<file path="src/rtl/control_sequencer.sv">
// Hardwired control unit: steps fetch plus one register-register ALU instruction
// through T0..T6 and decodes every datapath strobe from the state and the IR.
module control_sequencer #(
    parameter int NREGS   = 16,
    parameter int ALUOP_W = 4
) (
    input  logic               clock,
    input  logic               clear,
    input  logic [31:0]        ir,
    input  logic               stop,
    output logic [NREGS-1:0]   Rin,
    output logic [NREGS-1:0]   Rout,
    output logic               PCin,
    output logic               PCout,
    output logic               IncPC,
    output logic               MARin,
    output logic               MDRin,
    output logic               MDRout,
    output logic               Read,
    output logic               IRin,
    output logic               Yin,
    output logic               Zlowin,
    output logic               Zhighin,
    output logic               Zlowout,
    output logic               Zhighout,
    output logic               HIin,
    output logic               LOin,
    output logic [ALUOP_W-1:0] ALUop,
    output logic               ALU_MUL,
    output logic               ALU_DIV,
    output logic               run,
    output logic               instr_done
);

    // state  | meaning
    // RESET  | held by clear; all outputs low
    // T0     | fetch: PC to MAR, PC+1 into Z
    // T1     | fetch: Z to PC, memory read into MDR
    // T2     | fetch: MDR to IR
    // T3..T6 | execute steps selected by the opcode
    // HALT   | idle until clear
    typedef enum logic [3:0] {
        S_RESET, S_T0, S_T1, S_T2, S_T3, S_T4, S_T5, S_T6, S_HALT
    } state_t;

    typedef enum logic [2:0] {
        K_NOP, K_BIN, K_UNA, K_MUL, K_DIV, K_HALT
    } kind_t;

    state_t state, state_next;
    kind_t  kind;

    logic [4:0]         op;
    logic [3:0]         ra, rb, rc;
    logic [ALUOP_W-1:0] alu_code;
    logic [NREGS-1:0]   ra_hot, rb_hot, rc_hot;
    logic               done_step;
    logic               unused_ir;

    assign op        = ir[31:27];
    assign ra        = ir[26:23];
    assign rb        = ir[22:19];
    assign rc        = ir[18:15];
    assign unused_ir = ^ir[14:0];

    // Field values that name no register produce no strobe at all.
    function automatic logic [NREGS-1:0] reg_hot(input logic [3:0] f);
        logic [NREGS-1:0] r;
        r = '0;
        for (int i = 0; i < NREGS; i++) begin
            if (int'(f) == i) r[i] = 1'b1;
        end
        return r;
    endfunction

    assign ra_hot = reg_hot(ra);
    assign rb_hot = reg_hot(rb);
    assign rc_hot = reg_hot(rc);

    always_comb begin
        kind     = K_NOP;
        alu_code = '0;
        case (op)
            5'b00011: begin kind = K_BIN;  alu_code = ALUOP_W'(1);  end
            5'b00100: begin kind = K_BIN;  alu_code = ALUOP_W'(2);  end
            5'b00101: begin kind = K_BIN;  alu_code = ALUOP_W'(3);  end
            5'b00110: begin kind = K_BIN;  alu_code = ALUOP_W'(4);  end
            5'b00111: begin kind = K_BIN;  alu_code = ALUOP_W'(8);  end
            5'b01000: begin kind = K_BIN;  alu_code = ALUOP_W'(9);  end
            5'b01001: begin kind = K_BIN;  alu_code = ALUOP_W'(5);  end
            5'b01010: begin kind = K_BIN;  alu_code = ALUOP_W'(6);  end
            5'b01011: begin kind = K_BIN;  alu_code = ALUOP_W'(7);  end
            5'b10001: begin kind = K_UNA;  alu_code = ALUOP_W'(10); end
            5'b10010: begin kind = K_UNA;  alu_code = ALUOP_W'(11); end
            5'b01111: kind = K_MUL;
            5'b10000: kind = K_DIV;
            5'b11011: kind = K_HALT;
            default:  kind = K_NOP;
        endcase
    end

    always_comb begin
        done_step = 1'b0;
        case (state)
            S_T3:    done_step = (kind == K_NOP) || (kind == K_HALT);
            S_T4:    done_step = (kind == K_UNA);
            S_T5:    done_step = (kind == K_BIN);
            S_T6:    done_step = (kind == K_MUL) || (kind == K_DIV);
            default: done_step = 1'b0;
        endcase
    end

    always_ff @(posedge clock or negedge clear) begin
        if (!clear) state <= S_RESET;
        else        state <= state_next;
    end

    always_comb begin
        state_next = state;
        if (done_step) begin
            state_next = (kind == K_HALT || stop) ? S_HALT : S_T0;
        end else begin
            case (state)
                S_RESET: state_next = S_T0;
                S_T0:    state_next = S_T1;
                S_T1:    state_next = S_T2;
                S_T2:    state_next = S_T3;
                S_T3:    state_next = S_T4;
                S_T4:    state_next = S_T5;
                S_T5:    state_next = S_T6;
                S_T6:    state_next = S_T0;
                S_HALT:  state_next = S_HALT;
                default: state_next = S_RESET;
            endcase
        end
    end

    always_comb begin
        Rin        = '0;
        Rout       = '0;
        PCin       = 1'b0;
        PCout      = 1'b0;
        IncPC      = 1'b0;
        MARin      = 1'b0;
        MDRin      = 1'b0;
        MDRout     = 1'b0;
        Read       = 1'b0;
        IRin       = 1'b0;
        Yin        = 1'b0;
        Zlowin     = 1'b0;
        Zhighin    = 1'b0;
        Zlowout    = 1'b0;
        Zhighout   = 1'b0;
        HIin       = 1'b0;
        LOin       = 1'b0;
        ALUop      = '0;
        ALU_MUL    = 1'b0;
        ALU_DIV    = 1'b0;
        run        = 1'b0;
        instr_done = 1'b0;
        case (state)
            S_T0: begin
                run    = 1'b1;
                PCout  = 1'b1;
                MARin  = 1'b1;
                IncPC  = 1'b1;
                Zlowin = 1'b1;
            end
            S_T1: begin
                run     = 1'b1;
                Zlowout = 1'b1;
                PCin    = 1'b1;
                Read    = 1'b1;
                MDRin   = 1'b1;
            end
            S_T2: begin
                run    = 1'b1;
                MDRout = 1'b1;
                IRin   = 1'b1;
            end
            S_T3: begin
                run        = 1'b1;
                instr_done = done_step;
                case (kind)
                    K_BIN: begin
                        Rout = rb_hot;
                        Yin  = 1'b1;
                    end
                    K_UNA: begin
                        Rout   = rb_hot;
                        ALUop  = alu_code;
                        Zlowin = 1'b1;
                    end
                    K_MUL, K_DIV: begin
                        Rout = ra_hot;
                        Yin  = 1'b1;
                    end
                    default: ;
                endcase
            end
            S_T4: begin
                run        = 1'b1;
                instr_done = done_step;
                case (kind)
                    K_BIN: begin
                        Rout   = rc_hot;
                        ALUop  = alu_code;
                        Zlowin = 1'b1;
                    end
                    K_UNA: begin
                        Zlowout = 1'b1;
                        Rin     = ra_hot;
                    end
                    K_MUL, K_DIV: begin
                        Rout    = rb_hot;
                        ALU_MUL = (kind == K_MUL);
                        ALU_DIV = (kind == K_DIV);
                        Zlowin  = 1'b1;
                        Zhighin = 1'b1;
                    end
                    default: ;
                endcase
            end
            S_T5: begin
                run        = 1'b1;
                instr_done = done_step;
                case (kind)
                    K_BIN: begin
                        Zlowout = 1'b1;
                        Rin     = ra_hot;
                    end
                    K_MUL, K_DIV: begin
                        Zlowout = 1'b1;
                        LOin    = 1'b1;
                    end
                    default: ;
                endcase
            end
            S_T6: begin
                run        = 1'b1;
                instr_done = done_step;
                if (kind == K_MUL || kind == K_DIV) begin
                    Zhighout = 1'b1;
                    HIin     = 1'b1;
                end
            end
            default: ;
        endcase
    end

endmodule
</file>
<file path="config.mk">
export PLATFORM = sky130hd
export DESIGN_NAME = control_sequencer
export DESIGN_NICKNAME = d
export VERILOG_FILES = /design/src/rtl/control_sequencer.sv
export SDC_FILE = /design/constraint.sdc
export NUM_CORES = 1
export LEC_CHECK = 0
export CAP_MARGIN = 10
export CORE_AREA = 2 2 66 68
export CTS_CLUSTER_DIAMETER = 50
export DETAILED_ROUTE_END_ITERATION = 7
export DIE_AREA = 0 0 68 70
export GPL_TIMING_DRIVEN = 0
export HOLD_SLACK_MARGIN = 0.03
export PLACE_DENSITY = 0.88
export SYNTH_ARGS = -nofsm -noshare
export SYNTH_HDL_FRONTEND = slang
export SYNTH_SLANG_ARGS = --single-unit
</file>
<file path="constraint.sdc">
create_clock -name clock -period 2.5 [get_ports clock]
set_input_delay 0.375 -clock clock [delete_from_list [all_inputs] [get_ports clock]]
set_output_delay 0.375 -clock clock [all_outputs]
set_load 0.02 [all_outputs]
</file>
==> impl_results.md <==
- Clk sink count: 4
- CP max FO: 7
- HP Class: in2async
- FILL cells: around 400
- Top Family by Delay on Critical Path: buffers and inverters
- Syn nets: roughly 260
- Worst-case clock buffer depth: 2
- Vias/cell: 5.83
- Nets@finish: 344
- Part of the power in combinational logic: 0.796
- Initial Util: 0.359
- Post-route design area: 0.00236 mm2
- Final period util: 0.976
- Largest register FFs: 4
- CTS tree: yes
- Synthesis-stage register bit count: 4
- Detailed Place HPWL: ~4000 um
- Worst setup EP type: primary output
- Final max-slew violation count: 0
- Core Region: 0.00414 mm2
- Largest net degree at the start of global routing: 11
- Multiplexer share of the synthesized area: 0.0135
- Simple-Gate Fraction of Synth Area: 0.423
- IO Pins: 90
- Clock skew: 0.00238 ns
- Synth top area cells: nor2_1 8.3%, dfrtp_1 6.7%, o221ai_1 4.7%
- Most frequent cells after synthesis: 33 x nor2_1, 18 x nand2_1, 12 x a21oi_1, 12 x nor3_1
- Sw Pwr: 0.652 mW
- Int Power: 0.655 mW
- Post-synthesis compound-gate area fraction: 0.343
- Sequential share of power: 0.103
- Initial DRT Pass Iterations: 5
- First-pass GRT wire length: ~9000 um
- Most frequent cell after synthesis: nor2_1
- Root buf cell: clkbuf_8
- Adder-cell share of the synthesized area: 0.0421
- CP max-delay cell: nor3b_4
- Max IR drop VDD: 0.726 mV
- Placed Instances: 340
- Share of layout cells above drive strength 1: 0.331
- Crit-path cells: buf_2 -> buf_6 -> nor3b_4 -> nand2_2 -> buf_4 -> a21boi_2 -> a22oi_1 -> o221ai_1 -> buf_2
- WP data arrival: 2.06 ns
- Grt ovf: 0
- Dpl ws: -0.845 ns
- Synth Cell Area: 0.00149 mm2
- Die area: 0.00476 mm2
- CP Launch Type: primary input
- Num CTS Buffers: 3
- Biggest regs: state (4)
- DRT antenna net count: 0
- Initial antenna violation count: 0
- Final Hold Viols: 0
- All-Layer GR Usage: 0.225
- Most used cell, CP: buf_2
- # DRC: 0
- H-tree levels: 1
- Max-Cap Viols: 0
- Non-filler instance count after layout: roughly 350
- Ys async rst share: 1.00
- Num rows: 24
- Largest stage delay, worst path: 0.27 ns
- Vias: 2064
- Avg WL per Cell: roughly 16 um
- # diodes: 0
- Final setup violation count: 0
- Port Buffers: 69
- Routed wire length: 5640 um
- Post-layout min period: approximately 2.4 ns
- Syn-to-layout area delta: 59.0%
- Cell Pwr Density: 553 mW/mm2
- Library cells used by synthesis: 56
- Worst-Margin Slew: 0.450 ns
- Post-DP Area: 0.00224 mm2
- Pleak: 0.932 nW
- Relative slew margins: 0.699
- Vias in the first global route: between 1500 and 2000
- Crit Path Class: in2out
- Synth Flop Type: dfrtp_1
- Most flops, register: state
- EDFF count, synth: 0
- First-iteration detailed-routing DRC count: roughly 230
- WP buf/inv: 4
- Switching Fraction: 0.499
- Final worst slack: 0.0612 ns
- Synth top area share: 0.0833
- Die height: around 70 um
- Synth Area per Inst: 6.79 um2
- Post-Synthesis Cells: about 220
- Cell taking the most area after synthesis: nor2_1
- Xor/xnor share of the synthesized area: 0.00589
- Required @ worst endpoint: 2.12 ns
- Yosys warns: 0
- Clock Latency Late Sink: 0.21 ns
- Clk pwr share: 0.101
- Post-CTS Hold Fix Bufs: 0
- Status: finished, final reports clean
- CTS clk-pin slew, worst paths: 0.03 ns
- Seq/Total Area, Yosys: 0.0673
- FMAX: 410 MHz
- RSZ-0062 raised after global routing: yes
- Main combinational cell family by area after synthesis: simple AND/OR/NAND/NOR gates
- RePlAce Congestion: 0.904
- Die width: 68 um
==> final cells by class <==
class	count	area, um2	share of cell area
Multi-Input combinational cell	189	1360	0.573
Timing Repair Buffer	81	643	0.272
Buffer	20	139	0.0588
Sequential cell	4	101	0.0429
Tap cell	52	65.1	0.0275
Clock buffer	3	41.3	0.0175
Inverter	5	18.8	0.00794
==> power groups by stage <==
| stage | logic (mW) | registers (mW) | clock network (mW) |
|---|---|---|---|
| detailed placement | 0.976 | 0.129 | 0 |
| finish | 1.04 | 0.135 | 0.132 |
| global placement | 0.950 | 0.126 | 0 |
| global route | 1.11 | 0.137 | 0.147 |
| CTS | 1.00 | 0.129 | 0.137 |
| floorplan | 0.626 | 0.121 | 0 |
==> what timing repair did <==
item | 4_1_cts | 5_1_grt
buffers inserted | 7 | 4
resized for setup | 138 | 46
endpoints found under the setup margin | 45 | 36
gates cloned | 0 | 1
endpoints found under the hold margin | 0 | 0
pin swaps | 5 | 5
==> worst register-to-register path, delay by kind of cell (launching register included) <==
| kind | cells | cell delay, ns |
|---|---|---|
| AOI/OAI and AO/OA | 3 | 0.67 |
| buffers and inverters | 2 | 0.30 |
| DFF | 1 | 0.34 |
| and+or+nand+nor | 2 | 0.44 |
==> final timing paths <==
path,start,end,slack [ns],cells past startpoint
max,ir[30],Rout[7],0.06,9
min,clear,state[0],0.37,1
max reg2reg,state[2],state[2],0.65,7
min reg2reg,state[3],state[2],0.55,1
max in group asynchronous,clear,state[3],1.95,1
min in group clock,state[3],state[2],0.55,1
==> placed cells by master, fill, tap and decap left out, drive strengths merged, types with 5 or more instances in the layout <==
cell type      netlist  routed
clkdlybuf4s50        0      24
a21oi               12      12
nor3                12      12
o21ai               11      11
dlygate4sd2          0      13
nor2b                8       8
inv                  5       5
nand2               19      19
nand2b               9       9
and2                 6       6
nor4                 6       6
buf                 15      48
clkbuf               6      15
ha                   5       5
nor2                34      34
o221ai               9       9
a22oi                8       8
a32oi                6       6
==> through the flow <==
| step | hold slack, ns | power (mW) | util | setup TNS, ns |
|---|---|---|---|---|
| finish | 0.368 | 1.31 | 0.570 | 0 |
| global route | 0.373 | 1.40 | 0.570 | -0.0315 |
| CTS | 0.365 | 1.27 | 0.565 | 0 |
| detailed placement | 0.593 | 1.10 | 0.541 | -28.27 |
| global placement | 0.586 | 1.08 | 0.541 | -26.56 |
| floorplan | 0.0794 | 0.747 | - | 0 |
==> logic make-up (layout without fill, tap and decap cells) <==
kind of cell / count (synthesis) / after routing
buffers and inverters: 26 / 109
xor gates and xnor gates: 1 / 1
DFF: 4 / 4
adders and majority gates: 5 / 5
muxes: 2 / 2
and+or+nand+nor: 118 / 118
AOI/OAI and AO/OA: 63 / 63
==> per-layer routing <==
metal	up-vias	wire [um]	GRT usage
li1	987	-	-
met1	967	2290	0.299
met2	100	2800	0.369
met3	10	466	0.0322
met4	0	85	0.0644
met5	-	0	0
No activity file was read; power rests on OpenSTA's default activity.
==> RTL edit: new RTL, same flow settings <==
Register the output `PCin`; this adds one clock of latency there. The other outputs are not delayed to match.
--- a/src/rtl/control_sequencer.sv
+++ b/src/rtl/control_sequencer.sv
@@ -49,2 +49,4 @@
 
+    logic PCin_d;
+
     state_t state, state_next;
@@ -140,3 +142,3 @@
         Rout       = '0;
-        PCin       = 1'b0;
+        PCin_d     = 1'b0;
         PCout      = 1'b0;
@@ -171,3 +173,3 @@
                 Zlowout = 1'b1;
-                PCin    = 1'b1;
+                PCin_d  = 1'b1;
                 Read    = 1'b1;
@@ -250,2 +252,6 @@
 
+    always_ff @(posedge clock) begin
+        PCin <= PCin_d;
+    end
+
 endmodule
Function: changed (a bounded check fails within 4 cycles, from zero or initial values).
==> RTL edit against the original RTL <==
  * The flow now finishes with violations (setup timing)
  * Total power rose by 6.7%
  * Die area stayed put
  * Non-clock buffer count is 5 higher
  * Via count is 6.7% higher
  * Utilization rose by 3.4 points
  * Area after synthesis is 0.84% higher
  * Setup slack got worse by 0.11 ns
  * Count of clock-buffer cells in the layout unchanged
  * Final area grew 5.9%
  * Clock power rose by 15%
  * Routed wire length increased by 6.7%
  * Sequential cell count up 1
  * Highest routed layer unchanged
==> RTL edit: results (changes against the original RTL) <==
Outcome
  – Run status: complete, but fails checks
  – Failing checks: setup timing

STA
  – Min Hold Slack: 0.3552 ns (-0.01266 ns)
  – Worst clock skew: 0.004203 ns (+0.001826 ns)
  – Post-route worst setup slack: -0.04401 ns (-0.1052 ns)
  – Worst-Margin Slew: 0.5969 ns (+0.1469 ns)
  – Final setup violation count: 1 (+1)

Final layout
  – Antenna cell count: 0 (unchanged)
  – Nets: 350 (+1.7%)
  – Final Non-Filler Cells: 361 (+2.0%)
  – Fillers: 361 (-7.9%)
  – Top flop regs: state (4), PCin (1)
  – Layout cell share with drive strength beyond 1: 37.22% (+4.1 points)

Worst setup path
  – Critical Path Max Stage Delay: 0.57 ns (+0.30 ns)
  – Worst r2r dst: state[2]
  – Slowest CP cell: clkdlybuf4s50_1
  – Crit path DAT: 2.17 ns (+0.11 ns)
  – CP delay by family, top: buffers and inverters
  – R2R depth: 7 (unchanged)
  – Reg2Reg Launch Point: state[2]
  – CP max FO: 8 (+1)

Min path
  – Hold Path Class: input pin to async pin

Power and ir drop
  – Leak: 0.001006 uW (+7.9%)
  – Peak supply drop: 557.7 uV (-23%)

Synthesis
  – Synth top cells by count: nor2_1 (33), nand2_1 (18), a21oi_1 (12), nor3_1 (12)
  – Syn_nets: 259 (unchanged)
  – Ys flop type: dfrtp_1
  – FFs w/ async S/R, synth: 80.00% (-20 points)
  – Sequential element share of the synthesized area: 8.013% (+1.3 points)
  – Mapped Cells: 219 (unchanged)
  – Top cells by area, synth: nor2_1 (8.3%), dfrtp_1 (6.7%), o221ai_1 (4.7%), nand2_1 (4.5%), ha_1 (4.2%)
  – Synthesis warning total: 0 (unchanged)
  – Distinct cells, synth: 57 (+1.8%)

Placement
  – Number of port buffers: 69 (unchanged)
  – Placer congestion estimate: 0.9327 (+3.1%)
  – Post-DP HPWL: 4019 um (+1.6%)

Route
  – DR WL/cell: 16.68 um (+4.7%)
  – Initial DRC Count: 211 (-7.9%)
  – Total number of vias: 2202 (+6.7%)
  – DR WL met2: 2849 um (+1.7%)
  – Met3 wire length: 583 um (+25%)
  – DR pass1 iterations: 6 (+1)
  – WL met1: 2364 um (+3.3%)

Clock tree
  – Root Driver: clkbuf_8
  – Clk pin slew, worst setup/hold paths: around 0.040 ns
  – Latest clock arrival within the worst-skew pair: 0.23 ns (+0.02 ns)

Global routing
  – GRT Util Overall: 24.42% (+2.0 points)
  – First-pass GRT wire length: 9432 um (+7.9%)
  – Initial antenna violation count: 0 (unchanged)
  – Vias in the first global route: 2069 (+9.5%)
-- RTL edit: cell count changes after synthesis --
cell / before / now
dfxtp_1: 0 / 1
buf_4: 6 / 5
-- RTL edit: cells by family (layout without fill, tap and decap cells) --
logic type	after synthesis	after routing	synth area share (%)
flip-flops	5	5	8.014
buffers and inverters	25	115	10.02
adder cells (fa/ha/maj)	5	5	4.174
multiplexers	2	2	1.336
AO/OA/AOI/OAI	63	63	33.98
AND/OR/NAND/NOR	118	118	41.91
XOR/XNOR	1	1	0.5844
-- RTL edit: area by class of cell --
type                    instances  area share (%)
plain buffers                  19           5.497
clock buffers                   3           1.649
clock inverters                 1          0.1999
inverters                       5          0.7496
multi-input cells             189           56.12
flip-flops and latches          5           4.898
well taps                      52           2.599
repair buffers                 87           28.29
-- RTL edit: where the power goes --
group          internal [uW]  total [uW]  switching [uW]
sequential               121         160            38.7
clock                    107         152            45.0
combinational            469        1080             613
-- RTL edit: routing by layer --
layer,vias to the layer above,track usage (%)
li1,998,-
met1,1015,31.85
met2,155,38.51
met3,34,5.153
met4,0,9.556
met5,-,0
-- RTL edit: worst max path at each step --
stage | to | slack [ns] | startpoint | cells after the start
6_report | Rout[2] | -0.04 | ir[20] | 6
5_1_grt | Rout[6] | -0.05 | ir[31] | 10
4_1_cts | ALUop[0] | -0.13 | state[3] | 6
3_5_place_dp | Rout[8] | -0.85 | ir[30] | 9
3_3_place_gp | Rout[8] | -0.80 | ir[30] | 9
2_1_floorplan | Rout[9] | 0.18 | ir[31] | 8
-- RTL edit: repair_timing --
action | CTS | global route
gates resized for setup | 144 | 68
gates cloned | 1 | 0
buffers inserted | 12 | 5
pin swaps | 8 | 8
endpoints found under the setup margin | 45 | 42
-- RTL edit: per-stage QoR --
| step | total power, uW | area [sq um] | util, % | setup slack [ns] | setup TNS [ns] |
|---|---|---|---|---|---|
| after floorplan | 762.2 | 1499 | - | 0.1791 | 0 |
| after global placement | 1097 | 2255 | 54.41 | -0.8039 | -27.33 |
| after detailed placement | 1119 | 2255 | 54.41 | -0.8482 | -29.20 |
| after CTS | 1296 | 2397 | 57.85 | -0.1294 | -1.769 |
| after global routing | 1474 | 2504 | 60.42 | -0.04951 | -0.2649 |
| final | 1394 | 2504 | 60.42 | -0.04401 | -0.04401 |
